### src/rtl/sprite_index_writer.sv
`default_nettype none
// ============================================================================
//  Module      : sprite_index_writer
//  Description : Streams a rectangle of 24-bit RGB pixels, reverse-maps each
//                pixel through a programmable palette to a colour index and
//                issues one write per visible pixel into a row-major index
//                frame memory (address = y*FB_WIDTH + x).
//  Ports       : Clk, Reset           - clock, synchronous active-high reset
//                start,x0,y0,spr_w,spr_h - rectangle request and geometry
//                pal_we,pal_idx,pal_color - palette programming port
//                pix_valid,pix_data,pix_ready - source pixel handshake
//                wr_en,wr_address,wr_index - frame memory write port
//                busy, done, miss_count - status
//  Revision    : 1.0 - initial release
// ============================================================================
module sprite_index_writer #(
    parameter int FB_WIDTH  = 640,
    parameter int FB_HEIGHT = 480,
    parameter int ADDR_W    = 19,
    parameter int IDX_W     = 4
) (
    input  logic              Clk,
    input  logic              Reset,
    input  logic              start,
    input  logic [9:0]        x0,
    input  logic [9:0]        y0,
    input  logic [9:0]        spr_w,
    input  logic [9:0]        spr_h,
    input  logic              pal_we,
    input  logic [IDX_W-1:0]  pal_idx,
    input  logic [23:0]       pal_color,
    input  logic              pix_valid,
    input  logic [23:0]       pix_data,
    output logic              pix_ready,
    output logic              wr_en,
    output logic [ADDR_W-1:0] wr_address,
    output logic [IDX_W-1:0]  wr_index,
    output logic              busy,
    output logic              done,
    output logic [15:0]       miss_count
);

    localparam int c_PAL_DEPTH = 2**IDX_W;

    typedef enum logic [1:0] {
        S_IDLE = 2'd0,
        S_RUN  = 2'd1,
        S_DONE = 2'd2
    } state_t;

    state_t              r_state;
    state_t              w_state_next;

    logic [23:0]         r_pal [c_PAL_DEPTH];
    logic [9:0]          r_x0;
    logic [9:0]          r_y0;
    logic [9:0]          r_w;
    logic [9:0]          r_h;
    logic [9:0]          r_col;
    logic [9:0]          r_row;
    logic [15:0]         r_miss;
    logic                r_wr_en;
    logic [ADDR_W-1:0]   r_wr_addr;
    logic [IDX_W-1:0]    r_wr_idx;

    logic                w_accept;
    logic                w_last_col;
    logic                w_last_row;
    logic                w_hit;
    logic [IDX_W-1:0]    w_hit_idx;
    logic [10:0]         w_abs_x;
    logic [10:0]         w_abs_y;
    logic                w_in_frame;
    logic [ADDR_W-1:0]   w_addr;

    assign w_last_col = (r_col == r_w - 10'd1);
    assign w_last_row = (r_row == r_h - 10'd1);

    // ------------------------------------------------------------------------
    // Control FSM
    // ------------------------------------------------------------------------
    always_ff @(posedge Clk) begin
        if (Reset) begin
            r_state <= S_IDLE;
        end else begin
            r_state <= w_state_next;
        end
    end

    always_comb begin
        w_state_next = r_state;
        pix_ready    = 1'b0;
        busy         = 1'b0;
        done         = 1'b0;
        w_accept     = 1'b0;
        case (r_state)
            S_IDLE: begin
                if (start) begin
                    if (spr_w == 10'd0 || spr_h == 10'd0) begin
                        w_state_next = S_DONE;
                    end else begin
                        w_state_next = S_RUN;
                    end
                end
            end
            S_RUN: begin
                busy      = 1'b1;
                pix_ready = 1'b1;
                w_accept  = pix_valid;
                if (pix_valid && w_last_col && w_last_row) begin
                    w_state_next = S_DONE;
                end
            end
            S_DONE: begin
                done         = 1'b1;
                w_state_next = S_IDLE;
            end
            default: begin
                w_state_next = S_IDLE;
            end
        endcase
    end

    // ------------------------------------------------------------------------
    // Palette reverse lookup. Scanning from the top down lets the lowest
    // matching entry overwrite any higher one, so the lowest index wins.
    // The registered palette is used, so a same-cycle write is not yet seen.
    // ------------------------------------------------------------------------
    always_comb begin
        w_hit     = 1'b0;
        w_hit_idx = '0;
        for (int i = c_PAL_DEPTH - 1; i >= 0; i--) begin
            if (r_pal[i] == pix_data) begin
                w_hit     = 1'b1;
                w_hit_idx = IDX_W'(i);
            end
        end
    end

    // Absolute position at 11 bits so x0+col can never wrap back on-screen.
    assign w_abs_x    = {1'b0, r_x0} + {1'b0, r_col};
    assign w_abs_y    = {1'b0, r_y0} + {1'b0, r_row};
    assign w_in_frame = (w_abs_x < 11'(FB_WIDTH)) && (w_abs_y < 11'(FB_HEIGHT));
    assign w_addr     = ADDR_W'(w_abs_y) * ADDR_W'(FB_WIDTH) + ADDR_W'(w_abs_x);

    // ------------------------------------------------------------------------
    // Palette storage
    // ------------------------------------------------------------------------
    always_ff @(posedge Clk) begin
        if (Reset) begin
            for (int i = 0; i < c_PAL_DEPTH; i++) begin
                r_pal[i] <= 24'h000000;
            end
        end else if (pal_we) begin
            r_pal[pal_idx] <= pal_color;
        end
    end

    // ------------------------------------------------------------------------
    // Rectangle walker, miss counter and registered write port
    // ------------------------------------------------------------------------
    always_ff @(posedge Clk) begin
        if (Reset) begin
            r_x0      <= '0;
            r_y0      <= '0;
            r_w       <= '0;
            r_h       <= '0;
            r_col     <= '0;
            r_row     <= '0;
            r_miss    <= '0;
            r_wr_en   <= 1'b0;
            r_wr_addr <= '0;
            r_wr_idx  <= '0;
        end else begin
            r_wr_en <= 1'b0;

            if (r_state == S_IDLE && start) begin
                r_x0   <= x0;
                r_y0   <= y0;
                r_w    <= spr_w;
                r_h    <= spr_h;
                r_col  <= '0;
                r_row  <= '0;
                r_miss <= '0;
            end

            if (w_accept) begin
                if (w_last_col) begin
                    r_col <= '0;
                    r_row <= r_row + 10'd1;
                end else begin
                    r_col <= r_col + 10'd1;
                end

                // Off-frame pixels are silently consumed and are not misses.
                if (w_in_frame) begin
                    if (w_hit) begin
                        r_wr_en   <= 1'b1;
                        r_wr_addr <= w_addr;
                        r_wr_idx  <= w_hit_idx;
                    end else if (r_miss != 16'hFFFF) begin
                        r_miss <= r_miss + 16'd1;
                    end
                end
            end
        end
    end

    assign wr_en      = r_wr_en;
    assign wr_address = r_wr_addr;
    assign wr_index   = r_wr_idx;
    assign miss_count = r_miss;

endmodule
`default_nettype wire

### config.mk
export PLATFORM = sky130hd
export DESIGN_NAME = sprite_index_writer
export DESIGN_NICKNAME = d
export VERILOG_FILES = /design/src/rtl/sprite_index_writer.sv
export SDC_FILE = /design/constraint.sdc
export NUM_CORES = 1
export LEC_CHECK = 0
export CORE_MARGIN = 2
export CORE_UTILIZATION = 61
export DETAILED_ROUTE_END_ITERATION = 16
export PLACE_DENSITY_LB_ADDON = 0.15
export SLEW_MARGIN = 5
export SYNTH_ARGS = -nofsm -noshare
export SYNTH_HDL_FRONTEND = slang
export SYNTH_SLANG_ARGS = --single-unit
export TNS_END_PERCENT = 1
### constraint.sdc
create_clock -name Clk -period 12.2 [get_ports Clk]
set_input_delay 2.44 -clock Clk [delete_from_list [all_inputs] [get_ports Clk]]
set_output_delay 2.44 -clock Clk [all_outputs]
set_load 0.02 [all_outputs]
==> impl_metrics.tcl <==
set metrics [dict create \
    outcome "finished clean" \
    synth_top_family_by_area "simple AND/OR/NAND/NOR gates" \
    grt_pass1_vias 17900 \
    fmax_ghz 0.164 \
    synth-async-reset-ratio_pct 0 \
    portBuffers 139 \
    final_antenna_net_count 0 \
    setup-tns-final_ps 0 \
    intPower_mw 2.87 \
    synth.distinct_cells 77 \
    arrival_ps 6580 \
    syn_inst 2319 \
    start_kind "primary input" \
    end_kind "flop" \
    post-route-period-util_pct 50.0 \
    cp_data_required_time_ps 12680 \
    core_um2 41800 \
    path_max_fanout 28 \
    worst_slack_ps 6100 \
    drt-initial-drc-count 2319 \
    num_vias 18600 \
    drv_cap 0 \
    cts_tree "yes" \
    stdcell_count 2990 \
    ys_ff_latch 486 \
    antenna_found_initial 5 \
    crit_type "in -> reg" \
    yosys.area_share.xor_xnor_pct 15.0 \
    area_growth_pct 13.1 \
    totalWireLength_mm 73.5 \
    reg2reg_depth 15 \
    clockBufferDepth 3 \
    grt_pass1_wl_mm 109 \
    clock_latency_ps 610 \
    holdWs_ps 463 \
    drcViolationCount 0 \
    htreeDepth 2 \
    whs_path_depth 2 \
    synth_edf_count 384 \
    io_pins 140 \
    yosysSeqAreaShare_pct 52.7 \
    vias_per_cell 6.21 \
    slew_headroom_pct 15.4 \
    worst_path_max_delay_cell "and4b_1" \
    pwr-share-comb_pct 11.3 \
    fin_crit_ps 6100 \
    synthSimpleGateAreaFrac_pct 19.7 \
    clock_sinks 486 \
    switchingPower_uw 966 \
    dieArea_um2 43800 \
    cts_hold_buf 0 \
    seqPwrFrac_pct 50.1 \
    start_util_pct 61.6 \
    setup_viol_count_final 0 \
    final_common_cell "and2_1" \
    cts_buffers 52 \
    p_leak_nw 10.4 \
    syn_area_per_cell_um2 11.1 \
    rsz0062_at_grt "false" \
    num_rows 75 \
    swShare_pct 25.2 \
    tightest_slew_ps 1270 \
    clkTransAtPathRegs_ps 50 \
    finalInstanceArea_um2 29100 \
    yosysWarningCount 0 \
    syn_nets 2466 \
    placed_cells 2894 \
    synthAdderAreaFrac_pct 2.55 \
    synth-compound-area-share_pct 6.73 \
    pwr-share-clk_pct 38.6 \
    path_cells "clkdlybuf4s50_1, buf_4, xor2_1, nor4_1, nand4_1, nor3_1, nor4b_1, and4b_1, nand2_1, a31o_2" \
    peakVddDrop_mv 0.121 \
    grt_usage_pct 33.4 \
    pre_cts_ws_ps 5730 \
    fin_skew_ps 27.7 \
    wl_per_cell_um 24.6 \
    gr-total-overflow 0 \
    gp_congestion 0.911 \
    hold_path_class "reg -> reg" \
    finalPower_mw 3.83 \
    synthFlopType "edfxtp_1" \
    place_area_um2 27500 \
    synthMuxAreaShare_pct 0.258 \
    nets 2556 \
    cts_setup_buffers 0 \
    dp_hpwl_mm 46.5 \
    slew_viol_final 0 \
    cts_root_buf "clkbuf_16" \
    finalCoreUtilization_pct 69.7 \
    die_w_um 209 \
    finalHoldViolations 0 \
    final_cell_mix "391 x and2_1, 384 x edfxtp_1, 235 x xnor2_1" \
    cts.repair.resized 0 \
    powerDensity_nw_per_um2 132 \
    max_stage_delay_ps 1080 \
    drt-pass1-iter-count 6 \
    drive_above_1_share_pct 6.20 \
    grt_max_degree 56 \
    die_h_um 209 \
    synthesis.area_um2 25700 \
]
-- synthesized netlist by cell type, drive strengths merged, types with 3 or more instances --
library cell	instances	area [um2]
ha	46	576
nand2b	17	106
nand3b	6	45.0
a31o	4	35.0
clkbuf	89	334
o211ai	7	52.6
a21o	12	90.1
a32oi	3	26.3
and2	392	2450
o2111ai	7	61.3
or4	6	45.0
o22ai	3	18.8
dfxtp	102	2040
nand3	48	240
a21oi	98	490
a211o	3	26.3
fa	4	80.1
nor4b	5	50.0
a211oi	19	143
buf	62	339
mux2	5	56.3
nand2	113	424
a2bb2oi	3	26.3
o21ai	56	280
or3	14	87.6
or2	9	56.3
nand4	70	438
o21a	13	97.6
a31oi	11	68.8
nor4	70	453
a2111oi	5	43.8
xnor2	235	2060
a21boi	3	22.5
and3	18	113
inv	30	113
nor2	64	243
xor2	202	1770
nor3	32	165
nor2b	10	62.6
edfxtp	384	11500
a41o	4	40.0
-- flip-flops by register name, indices dropped and copies added (netlist names) --
signal      count
r_pal         384
wr_address     19
miss_count     16
r_col          10
r_h            10
r_row          10
r_w            10
r_x0           10
r_y0           10
wr_index        4
r_state         2
wr_en           1
-- final cells by class --
| class | instances | area [um2] |
|---|---|---|
| inverters | 30 | 113 |
| multi-input cells | 1652 | 11400 |
| clock inverters | 22 | 134 |
| clock buffers | 73 | 1420 |
| repair buffers | 187 | 1750 |
| fillers | 2973 | 12700 |
| well taps | 539 | 674 |
| diodes | 1 | 2.50 |
| flip-flops and latches | 486 | 13600 |
-- worst max-delay path, delay by kind of cell --
family,cells,cell delay [ps]
AND/OR/NAND/NOR,6,2680
buffers and inverters,2,910
AO/OA/AOI/OAI,1,330
XOR/XNOR,1,200
-- final timing paths --
check | startpoint | end | slack [ps]
min reg2reg | r_y0[6] | r_y0[6] | 460
max reg2reg | r_row[2] | wr_address[18] | 7770
max | pix_data[22] | miss_count[11] | 6100
min | r_y0[6] | r_y0[6] | 460
-- power by group through the flow --
stage	logic [mW]	registers, mW	clock network (mW)
final	0.433	1.92	1.48
after global routing	0.462	1.93	1.55
after CTS	0.427	1.92	1.49
after detailed placement	0.424	1.96	0
after global placement	0.414	1.95	0
after floorplan	0.275	1.94	0
-- per-layer routing --
metal	up-vias	GRT usage (%)	share of wire [%]
met5	-	0	0
met4	0	12.0	3.4
met3	157	6.45	10
met2	968	52.5	46
met1	9121	46.7	41
li1	8333	-	-
-- kinds of logic after synthesis --
| logic type | Yosys count |
|---|---|
| buf+inv | 181 |
| mux | 6 |
| fa+ha+maj | 50 |
| xor+xnor | 438 |
| compound gates | 274 |
| simple gates | 884 |
| flops | 486 |
No activity file was read; power rests on OpenSTA's default activity.
